<file path="config.mk">
export PLATFORM = sky130hd
export DESIGN_NAME = alu_op_sequencer
export DESIGN_NICKNAME = d
export VERILOG_FILES = /design/src/rtl/alu_pkg.sv /design/src/rtl/alu_op_decode.sv /design/src/rtl/alu_op_sequencer.sv
export SDC_FILE = /design/constraint.sdc
export NUM_CORES = 1
export LEC_CHECK = 0
export CAP_MARGIN = 20
export CORE_MARGIN = 2
export CORE_UTILIZATION = 30
export CTS_BUF_LIST = sky130_fd_sc_hd__clkbuf_4 sky130_fd_sc_hd__clkbuf_8
export CTS_CLUSTER_SIZE = 14
export DETAILED_ROUTE_END_ITERATION = 12
export SLEW_MARGIN = 20
export SYNTH_ARGS = -nofsm -noshare
export SYNTH_HDL_FRONTEND = slang
export SYNTH_SLANG_ARGS = --single-unit
</file>
<file path="constraint.sdc">
create_clock -name clock -period 4.55 [get_ports clock]
set_input_delay 0.6825 -clock clock [delete_from_list [all_inputs] [get_ports clock]]
set_output_delay 0.6825 -clock clock [all_outputs]
set_load 0.03 [all_outputs]
</file>
<file path="src/rtl/alu_pkg.sv">
// alu_pkg: opcode map, FSM state encoding and opcode classification
// helpers shared by the ALU operation sequencer and its decoder.
package alu_pkg;

    localparam logic [4:0] OP_ADD  = 5'h00;
    localparam logic [4:0] OP_SUB  = 5'h01;
    localparam logic [4:0] OP_AND  = 5'h02;
    localparam logic [4:0] OP_OR   = 5'h03;
    localparam logic [4:0] OP_SHR  = 5'h04;
    localparam logic [4:0] OP_SHRA = 5'h05;
    localparam logic [4:0] OP_SHL  = 5'h06;
    localparam logic [4:0] OP_ROR  = 5'h07;
    localparam logic [4:0] OP_ROL  = 5'h08;
    localparam logic [4:0] OP_MUL  = 5'h09;
    localparam logic [4:0] OP_DIV  = 5'h0A;
    localparam logic [4:0] OP_NEG  = 5'h0B;
    localparam logic [4:0] OP_NOT  = 5'h0C;
    localparam logic [4:0] OP_LAST = OP_NOT;

    typedef enum logic [1:0] {
        ST_IDLE = 2'd0,
        ST_EXEC = 2'd1,
        ST_DONE = 2'd2
    } state_t;

    // Legal opcodes form one contiguous range starting at ADD.
    function automatic logic op_is_legal(input logic [4:0] op);
        return (op <= OP_LAST);
    endfunction

    // MUL and DIV are the only ops that need the long hold time.
    function automatic logic op_is_muldiv(input logic [4:0] op);
        return (op == OP_MUL) || (op == OP_DIV);
    endfunction

endpackage

</file>
<file path="src/rtl/alu_op_decode.sv">
// alu_op_decode: purely combinational opcode classifier used by the
// sequencer to pick the hold time and detect error cases.
module alu_op_decode
    import alu_pkg::*;
(
    input  logic [4:0] i_opcode,
    output logic       o_is_legal,
    output logic       o_is_muldiv,
    output logic       o_is_div
);

    // Classify the incoming opcode.
    always_comb begin
        o_is_legal  = op_is_legal(i_opcode);
        o_is_muldiv = op_is_muldiv(i_opcode);
        o_is_div    = (i_opcode == OP_DIV);
    end

endmodule

</file>
<file path="src/rtl/alu_op_sequencer.sv">
// alu_op_sequencer: accepts one ALU operation per valid/ready handshake,
// holds the shared ALU inputs for the opcode's hold time, captures RZ into
// zlow/zhigh and returns it with a valid/ready handshake.
// Optional build macro ALU_SEQ_STATS_EN adds op_count / busy_cycles outputs.
module alu_op_sequencer
    import alu_pkg::*;
#(
    parameter int DATA_W     = 32,
    parameter int MULDIV_LAT = 4,
    parameter int ALU_LAT    = 1
) (
    input  logic                clock,
    input  logic                reset_n,
    input  logic                req_valid,
    output logic                req_ready,
    input  logic [4:0]          req_opcode,
    input  logic [DATA_W-1:0]   req_ra,
    input  logic [DATA_W-1:0]   req_rb,
    output logic [DATA_W-1:0]   alu_ra,
    output logic [DATA_W-1:0]   alu_rb,
    output logic [4:0]          alu_opcode,
    input  logic [2*DATA_W-1:0] alu_rz,
    output logic                resp_valid,
    input  logic                resp_ready,
    output logic [DATA_W-1:0]   zlow,
    output logic [DATA_W-1:0]   zhigh,
    output logic                err_illegal,
    output logic                err_div0
`ifdef ALU_SEQ_STATS_EN
    ,
    output logic [31:0]         op_count,
    output logic [31:0]         busy_cycles
`endif
);

    // Counter only needs to hold the larger of the two reload values.
    localparam int MAX_LAT = (MULDIV_LAT > ALU_LAT) ? MULDIV_LAT : ALU_LAT;
    localparam int CNT_W   = (MAX_LAT > 1) ? $clog2(MAX_LAT) : 1;
    localparam logic [CNT_W-1:0] MULDIV_LOAD = CNT_W'(MULDIV_LAT - 1);
    localparam logic [CNT_W-1:0] ALU_LOAD    = CNT_W'(ALU_LAT - 1);

    state_t              r_state;
    logic [CNT_W-1:0]    r_cnt;
    logic                r_req_ready;
    logic                r_resp_valid;
    logic [DATA_W-1:0]   r_alu_ra;
    logic [DATA_W-1:0]   r_alu_rb;
    logic [4:0]          r_alu_opcode;
    logic [DATA_W-1:0]   r_zlow;
    logic [DATA_W-1:0]   r_zhigh;
    logic                r_err_illegal;
    logic                r_err_div0;

    logic                w_is_legal;
    logic                w_is_muldiv;
    logic                w_is_div;
    logic                w_rb_zero;

    alu_op_decode u_decode (
        .i_opcode    (req_opcode),
        .o_is_legal  (w_is_legal),
        .o_is_muldiv (w_is_muldiv),
        .o_is_div    (w_is_div)
    );

    assign w_rb_zero = (req_rb == '0);

    // Control FSM with registered handshake, ALU-input and result outputs.
    always_ff @(posedge clock or negedge reset_n) begin
        if (!reset_n) begin
            r_state       <= ST_IDLE;
            r_cnt         <= '0;
            r_req_ready   <= 1'b1;
            r_resp_valid  <= 1'b0;
            r_alu_ra      <= '0;
            r_alu_rb      <= '0;
            r_alu_opcode  <= OP_ADD;
            r_zlow        <= '0;
            r_zhigh       <= '0;
            r_err_illegal <= 1'b0;
            r_err_div0    <= 1'b0;
        end else begin
            case (r_state)
                ST_IDLE: begin
                    if (req_valid) begin
                        if (!w_is_legal) begin
                            // Never reaches the ALU; report straight away.
                            r_zlow        <= '0;
                            r_zhigh       <= '0;
                            r_err_illegal <= 1'b1;
                            r_err_div0    <= 1'b0;
                            r_req_ready   <= 1'b0;
                            r_resp_valid  <= 1'b1;
                            r_state       <= ST_DONE;
                        end else if (w_is_div && w_rb_zero) begin
                            // Divide by zero is trapped here, ALU inputs untouched.
                            r_zlow        <= '0;
                            r_zhigh       <= '0;
                            r_err_illegal <= 1'b0;
                            r_err_div0    <= 1'b1;
                            r_req_ready   <= 1'b0;
                            r_resp_valid  <= 1'b1;
                            r_state       <= ST_DONE;
                        end else begin
                            r_alu_opcode <= req_opcode;
                            r_alu_ra     <= req_ra;
                            r_alu_rb     <= req_rb;
                            r_cnt        <= w_is_muldiv ? MULDIV_LOAD : ALU_LOAD;
                            r_req_ready  <= 1'b0;
                            r_state      <= ST_EXEC;
                        end
                    end
                end
                ST_EXEC: begin
                    if (r_cnt != '0) begin
                        r_cnt <= r_cnt - 1'b1;
                    end else begin
                        // Hold time satisfied: RZ is settled, split it bit-exactly.
                        r_zlow        <= alu_rz[DATA_W-1:0];
                        r_zhigh       <= alu_rz[2*DATA_W-1:DATA_W];
                        r_err_illegal <= 1'b0;
                        r_err_div0    <= 1'b0;
                        r_resp_valid  <= 1'b1;
                        r_state       <= ST_DONE;
                    end
                end
                ST_DONE: begin
                    // Always pass through IDLE before the next accept.
                    if (resp_ready) begin
                        r_resp_valid <= 1'b0;
                        r_req_ready  <= 1'b1;
                        r_state      <= ST_IDLE;
                    end
                end
                default: begin
                    r_resp_valid <= 1'b0;
                    r_req_ready  <= 1'b1;
                    r_state      <= ST_IDLE;
                end
            endcase
        end
    end

`ifdef ALU_SEQ_STATS_EN
    logic [31:0] r_op_count;
    logic [31:0] r_busy_cycles;

    // Completed-response and non-idle cycle counters, free-running wrap.
    always_ff @(posedge clock or negedge reset_n) begin
        if (!reset_n) begin
            r_op_count    <= '0;
            r_busy_cycles <= '0;
        end else begin
            if ((r_state == ST_DONE) && resp_ready) begin
                r_op_count <= r_op_count + 32'd1;
            end
            if (r_state != ST_IDLE) begin
                r_busy_cycles <= r_busy_cycles + 32'd1;
            end
        end
    end

    assign op_count    = r_op_count;
    assign busy_cycles = r_busy_cycles;
`endif

    assign req_ready   = r_req_ready;
    assign resp_valid  = r_resp_valid;
    assign alu_ra      = r_alu_ra;
    assign alu_rb      = r_alu_rb;
    assign alu_opcode  = r_alu_opcode;
    assign zlow        = r_zlow;
    assign zhigh       = r_zhigh;
    assign err_illegal = r_err_illegal;
    assign err_div0    = r_err_div0;

endmodule

</file>
### Word-level counts from Yosys, hierarchy flattened

Cells that the tools add are included.

* add/subtract/negate cells: 1
* reductions and logical operators: 12
* mux-type cells: 36
* bitwise gates (word level): 2
* order comparisons: 1
* equal/unequal tests: 11

Operators by type and width (number)
* $mux W32: 5
* $pmux W32 S2: 2
* $logic_not A32 Y1: 1
* $mux W2: 10
* $mux W1: 13
* $ne A2 B2 Y1 const B: 6
* $reduce_and A4 Y1: 3
* $eq A5 B4 Y1 const B: 2
* $pmux W1 S3: 2
* $pmux W2 S3: 1
* $reduce_and A3 Y1: 2
* $le A5 B4 Y1 const B: 1
* $reduce_and A5 Y1: 1
* $pmux W1 S2: 2
* $pmux W2 S2: 1
* $reduce_bool A2 Y1: 2
* $ne A3 B3 Y1 const B: 1
* $eq A2 B1 Y1 const B: 1
* $eq A2 B2 Y1 const B: 1
* $logic_not A2 Y1: 1
* $not A1 Y1: 2
* $sub A2 B1 Y2 const B: 1
* $logic_and A1 B1 Y1: 1
* $logic_or A1 B1 Y1: 1

* register bits after elaboration: 141
* logic and storage cells: 74

### Depth between registers and ports, before layout

* depth in word-level cells: 7
* gate-level depth with buffers: 8
* gate-level depth less buffers: 6

### Modules after synthesis

A second synthesis with hierarchy kept.

* cells, all modules: 354
* area total of the unflattened synthesis: 5327.6 µm²

By module, submodules not included
* alu_op_sequencer: times used 1, cells each 348, area an instance 5281.3 µm²
* alu_op_decode: times used 1, cells each 6, area an instance 46.3 µm²

### Least setup slack after synthesis

No wires, ideal clock.

* path type: in2reg
* from: input port req_rb[16]
* to: register r_alu_ra[22], in the netlist alu_ra[22]
* setup slack: 2.375 ns
* arrival: 2.050 ns
* stages: 7
* data required time: 4.425 ns
* setup time: 0.125 ns
* path through: nor4_1 -> nand4_1 -> nor3_4 -> nor2_2 -> buf_6 -> buf_6 -> mux2_4

* cells in the longest elaborated chain, start to end: 4

Ends and longest elaborated chain
* start, declared: RTL line alu_op_sequencer.sv:18 `input logic [DATA_W-1:0] req_rb,`
* $logic_not A32 Y1: RTL line alu_op_sequencer.sv:66 `assign w_rb_zero = (req_rb == '0);`
* $logic_and A1 B1 Y1: RTL line alu_op_sequencer.sv:95 `end else if (w_is_div && w_rb_zero) begin`
* $not A1 Y1 (no line)
* $reduce_and A4 Y1 (no line)
* end signal, assigned: RTL line alu_op_sequencer.sv:106 `r_alu_ra <= req_ra;`
* end, declared: RTL line alu_op_sequencer.sv:46 `logic [DATA_W-1:0] r_alu_ra;`

Every way passes these cells.
A chain may end at the register's enable or synchronous reset.

### Final worst setup path

* from: input port req_opcode[3]
* to: register r_err_illegal, in the netlist err_illegal

* cells in the longest elaborated chain, start to end: 4
* elaborated cells between the ends (all ways): 8
* those cells by class: order compare: 1; eq/ne: 2; mux: 3; reduce/logical: 2

Ends and longest elaborated chain
* start, declared: RTL line alu_op_sequencer.sv:16 `input logic [4:0] req_opcode,`
* $le A5 B4 Y1 / $eq A5 B4 Y1 (equally long branches): RTL line alu_pkg.sv:28, alu_op_decode.sv:16
* $mux W1 / $logic_and A1 B1 Y1 (equally long branches): RTL line alu_op_sequencer.sv:86, alu_op_sequencer.sv:95
* $mux W1 / $ne A3 B3 Y1 (equally long branches)
* $pmux W1 S2 / $reduce_and A4 Y1 (equally long branches)
* end signal, assigned: RTL line alu_op_sequencer.sv:80 `r_err_illegal <= 1'b0;`
* end signal, assigned: RTL line alu_op_sequencer.sv:90 `r_err_illegal <= 1'b1;`
* end signal, assigned: RTL line alu_op_sequencer.sv:99 `r_err_illegal <= 1'b0;`
* end, declared: RTL line alu_op_sequencer.sv:51 `logic r_err_illegal;`

Parallel ways exist; a longest one is shown, timed or not. The select of a mux whose other input is x is not followed.

==> results.md <==
- Vert. Die Dim: 137 um
- Setup Fix Bufs, Post-CTS: 0
- Kind of critical path: input pin to register
- CTS tree: built
- Power per cell area: 670 mW/mm2
- Final Non-Filler Cells: 862
- Routed WL per cell: 17.8 um
- Worst endpoint required time: 4.87 ns
- Antenna viol nets, final: 0
- IO Pins: 274
- Startpoint Class: input pin
- Wire length on met2: 7360 um
- Clock share of power: 18.9%
- Syn Inst Count: 347
- Max-slew violation count: 0
- Cell area after layout: 0.00876 mm2
- Gate power share: 47.5%
- Grt ovf: 0
- Routed length on met1: 6200 um
- Commonest cells after routing, fill and taps aside: clkdlybuf4s50_1 (272), dfrtp_1 (140), a22o_1 (64)
- Cell chosen for the clock root: clkbuf_8
- Setup violators final: 0
- DRC violations left: 0
- Placed cells: 830
- Final period util: 63.0%
- Pleak: 3.71 nW
- Setup_tns: 0 ns
- Largest net degree at the start of global routing: 76
- PortBufs: 273
- DP Area: 0.00832 mm2
- Net Sw Power: 0.00224 W
- Post-layout minimum cycle time: 2.87 ns
- Syn Area/Cell: 15.3 um2
- Die W: 137 um
- Highest Signal Layer: met4
- Overall routing resource usage: 16.1%
- Final Hold Viols: 0
- Clk Latency, worst-skew pair: 0.43 ns
- Total CTS buffers: 17
- Mapped cell area: 0.00533 mm2
- R2R Path End: r_state[1]
- CP arrival: 3.18 ns
- Commonest non-fill, non-tap cell in the layout: clkdlybuf4s50_1
- Seq pwr share: 33.6%
- Critical path peak fanout: 40
- R2R cell count: 5
- Pre-antenna DRT Iters: 4
- FF-to-FF Start: r_state[0]
- Row cnt: 48
- Hold crit path type: input pin to async pin
- Clock slew at reported path FFs: 0.08 ns
- Area delta synth->final: 64.5%
- #FFs+latches synth: 141
- Syn Nets: 485
- Setup crit end kind: register
- # H-tree levels: 4
- Post-Place Worst Slack: 1.11 ns
- CTS Sinks: 141
- Fin Hold WS: 0.249 ns
- Max clock buf depth: 2
- Vias in the first global route: 4324
- Sw frac: 38.1%
- CORE AREA: 0.0174 mm2
- Slew margin rel.: 48.3%
- Post-DP HPWL: 10900 um
- Worst reg2reg setup slack: 2.30 ns
- Int Power: 0.00363 W
- CP Launch Point: req_opcode[3]
- Total Wirelength: 15300 um
- Number of diodes: 0
- Antenna violations before repair: 0
- MaxCap Viol Count: 0
- Share of layout cells above drive strength 1: 17.6%
- Synthesis Warnings: 0
- Routed length on met3: 1450 um
- Hold buffer count at CTS: 0
- Die ar.: 0.0188 mm2
- Vias per inst: 4.75
- Status: completed
- Initial DRC count: 128
- Worst IR Drop VDD: 0.000286 V
- Initial core utilization: 30.7%
- Register area share after synthesis: 66.3%
- Worst Slack Setup Final: 1.68 ns
- Worst-Margin Slew: 0.773 ns
- Total number of vias: 4094
- Global-route wire length before repair: 23200 um
- Post_cts resized: 0
- Final #Nets: 762
- Unrepaired setup endpoints after global routing: no
- Synth unique cells: 35
- Clock Skew: 0.0141 ns
- Fmax: 349 MHz
- Routability Congestion: 0.746
[power by group through the flow]
stage / clock network [W] / logic (W) / registers, W
6_report: 0.00111 / 0.00279 / 0.00197
5_1_grt: 0.00121 / 0.00293 / 0.00203
4_1_cts: 0.00115 / 0.00282 / 0.00198
3_5_place_dp: 0 / 0.00281 / 0.00199
3_3_place_gp: 0 / 0.00279 / 0.00198
2_1_floorplan: 0 / 0.000689 / 0.00285
[cells in the mapped netlist, drive strengths merged]
master   instances  area [um2]
o211ai           2        15.0
xor2             1        8.76
o21ai            4        20.0
inv              4        15.0
nor4             7        43.8
nor2b            2        12.5
nor3             1        16.3
or4b             1        10.0
clkbuf          10        37.5
nand3b           1        7.51
nand3            3        15.0
nor3b            1        7.51
nand4            2        12.5
nor2             9        36.3
o2bb2ai          1        8.76
o22a             1        8.76
o22ai            1        6.26
ha               1        12.5
dfstp            1        26.3
buf             10        62.6
a32o             1        10.0
nand2            4        15.0
a211oi           1        7.51
nand2b           2        12.5
a22o            64         561
mux2i            1        10.0
dfrtp          140        3500
mux2            68         800
nor4b            1        8.76
a2bb2oi          1        8.76
o21a             1        7.51
[logic make-up after synthesis]
family	Yosys count	synth area share, %
xor+xnor	1	0.164
compound gates	77	12.3
buf+inv	24	2.16
fa+ha+maj	1	0.235
mux	69	15.2
simple gates	34	3.71
flops	141	66.3
[per-stage QoR]
step | util (%) | power, W
2_1_floorplan | - | 0.00354
3_3_place_gp | 47.9 | 0.00477
3_5_place_dp | 47.9 | 0.00480
4_1_cts | 50.5 | 0.00595
5_1_grt | 50.5 | 0.00618
6_report | 50.5 | 0.00587
[critical path, stage by stage]
cell and delay (ns):
clkdlybuf4s50_1 0.50, nor3b_1 0.41, nand4_1 0.24, nor3_4 0.44, o21ai_4 0.28, buf_4 0.36
a32o_1 0.26
[state kept, by name (all words and copies together) (netlist names)]
name and cells:
err_illegal 1, resp_valid 1, zlow 32, alu_rb 32, zhigh 32, alu_ra 32
err_div0 1, r_cnt 2, req_ready 1, r_state 2, alu_opcode 5
[per-layer routing]
layer | vias up | global-route usage [%]
met5 | - | 0
met4 | 0 | 6.19
met1 | 2034 | 19.3
li1 | 1852 | -
met3 | 22 | 6.70
met2 | 186 | 25.6
[area by class of cell]
class                   count  area (um2)
repair buffers            278        2780
clock buffers              19         255
flip-flops and latches    141        3530
inverters                   4        15.0
well taps                 225         282
multi-input cells         182        1710
fillers                  1490        8600
clock inverters            13         189
[worst max path at each step]
stage,to,slack (ns),depth (start not counted)
floorplan,alu_ra[22],2.37,7
global placement,err_illegal,1.10,7
detailed placement,err_illegal,1.11,7
CTS,err_illegal,1.59,7
global route,err_illegal,1.39,7
finish,err_illegal,1.68,7
No activity file was read; power rests on OpenSTA's default activity.
==> variant (config.mk and constraints unchanged) <==
Re-encode `state_t` (3 states) as one-hot, 3 bits wide.
--- a/src/rtl/alu_pkg.sv
+++ b/src/rtl/alu_pkg.sv
@@ -17,10 +17,10 @@
     localparam logic [4:0] OP_NOT  = 5'h0C;
     localparam logic [4:0] OP_LAST = OP_NOT;
 
-    typedef enum logic [1:0] {
-        ST_IDLE = 2'd0,
-        ST_EXEC = 2'd1,
-        ST_DONE = 2'd2
+    typedef enum logic [2:0] {
+        ST_IDLE = 3'b001,
+        ST_EXEC = 3'b010,
+        ST_DONE = 3'b100
     } state_t;
 
     // Legal opcodes form one contiguous range starting at ADD.
Check against the original RTL: no difference found for any inputs over 4 cycles, from zero or initial values and one cycle with reset_n low; so few cycles prove little.
==> variant against the unedited design <==
  * Fmax down 3.0%
  * Critical path depth unchanged
  * Synthesized area up 3.3%
  * Setup slack worse by 88 ps
  * Routed wire length up 2.1%
  * Design area up 1.3%
  * Count of clock-buffer cells in the layout down 1
  * Synthesized cell count up 3.7%
  * Sequential cell count up 1
  * First-iteration DRC count up 7.0%
  * Power up 16%
  * Critical endpoint is now zhigh[16]
  * Largest cell class unchanged
==> variant: results (changes against the unedited design) <==
run status completed (unchanged); fin cells 879 (was 862); CP max FO 34 (was 40); Max Clock Skew 15.30 ps (was 14.12 ps); footprint of the multi-input gates 1765 sq um (was 1705 sq um); Mapped Nets 498 (was 485); Tapcells 229 (was 225); synthesized flop and latch total 142 (was 141); vias in the first global route 4586 (was 4324); Inst Count DP 847 (was 830); r2r endpoint zhigh[16] (was r_state[1]); Filler cells 1550 (was 1490); aggregate global-route resource usage 16.60% (was 16.06%); Syn Area/Cell 15.29 sq um (was 15.35 sq um); first-pass GRT wire length 25460 microns (was 23160 microns); worst slack at placement 1141 ps (was 1106 ps); number of clock buffers in the layout 18 (was 19); flop2flop setup slack 1860 ps (was 2300 ps); Worst slew margin 39.77% (was 48.30%); post-layout util 49.41% (was 50.47%); share of layout cells above drive strength 1 17.85% (was 17.58%); Reg area 3556 sq um (was 3530 sq um); Total Wirelength 15670 microns (was 15340 microns); Final GP Congestion 0.7467 (was 0.7464); placed cell areas 8427 sq um (was 8315 sq um); R2R depth 6 (was 5); sequential share of the synthesized area 64.61% (was 66.27%); number of non-clock buffers 279 (was 278); nets 775 (was 762); cell leakage power 0.003749 uW (was 0.003713 uW); hold slack 238.7 ps (was 249.1 ps); DP Wirelength 11340 microns (was 10870 microns); slowest CP cell o21ai_4 (was clkdlybuf4s50_1); multi-input gates 193 (was 182); Yosys cell types 37 (was 35); Logic inverters 4 (unchanged); Layout clock area frac 5.061% (was 5.071%); Synth area leaders dfrtp_1 64%, mux2_2 13%, a22o_1 10% (was dfrtp_1 66%, mux2_2 12%, a22o_1 11%); Worst path max stage delay 730 ps (was 500 ps); CP delay by family, top compound AO/OA/AOI/OAI gates (was simple AND/OR/NAND/NOR gates); fin crit share 64.94% (was 63.00%); Root Buffer clkbuf_8 (unchanged); Reg-to-Reg Start r_state[0] (unchanged)
[variant: cell count changes after synthesis, moves of 3 or more]
cell and delta:
buf_6 +10, clkbuf_1 -10, mux2_2 +4, mux2_4 -4, o21ai_0 +3
[variant: power by group]
part / total, uW / leakage (uW) / switching [uW] / internal, uW
clock network: 1140 / 0.000225 / 522 / 617
logic: 3490 / 0.00171 / 1920 / 1570
registers: 2170 / 0.00181 / 326 / 1840
[variant: per-layer routing]
layer | track usage [%] | part of all wire [%] | up-vias
met5 | 0 | 0 | -
met4 | 5.901 | 1.8 | 0
met3 | 7.502 | 11 | 17
met2 | 26.44 | 47 | 206
met1 | 19.94 | 40 | 2068
li1 | - | - | 1905
[variant: kinds of logic (layout without fill, tap and decap cells)]
family / count (synthesis) / after routing / synth area share, %
xor+xnor: 1 / 1 / 0.1592
compound gates: 83 / 83 / 12.80
flops: 142 / 142 / 64.61
simple gates: 40 / 40 / 4.410
mux: 68 / 68 / 14.25
fa+ha+maj: 1 / 1 / 0.2273
buf+inv: 25 / 315 / 3.546
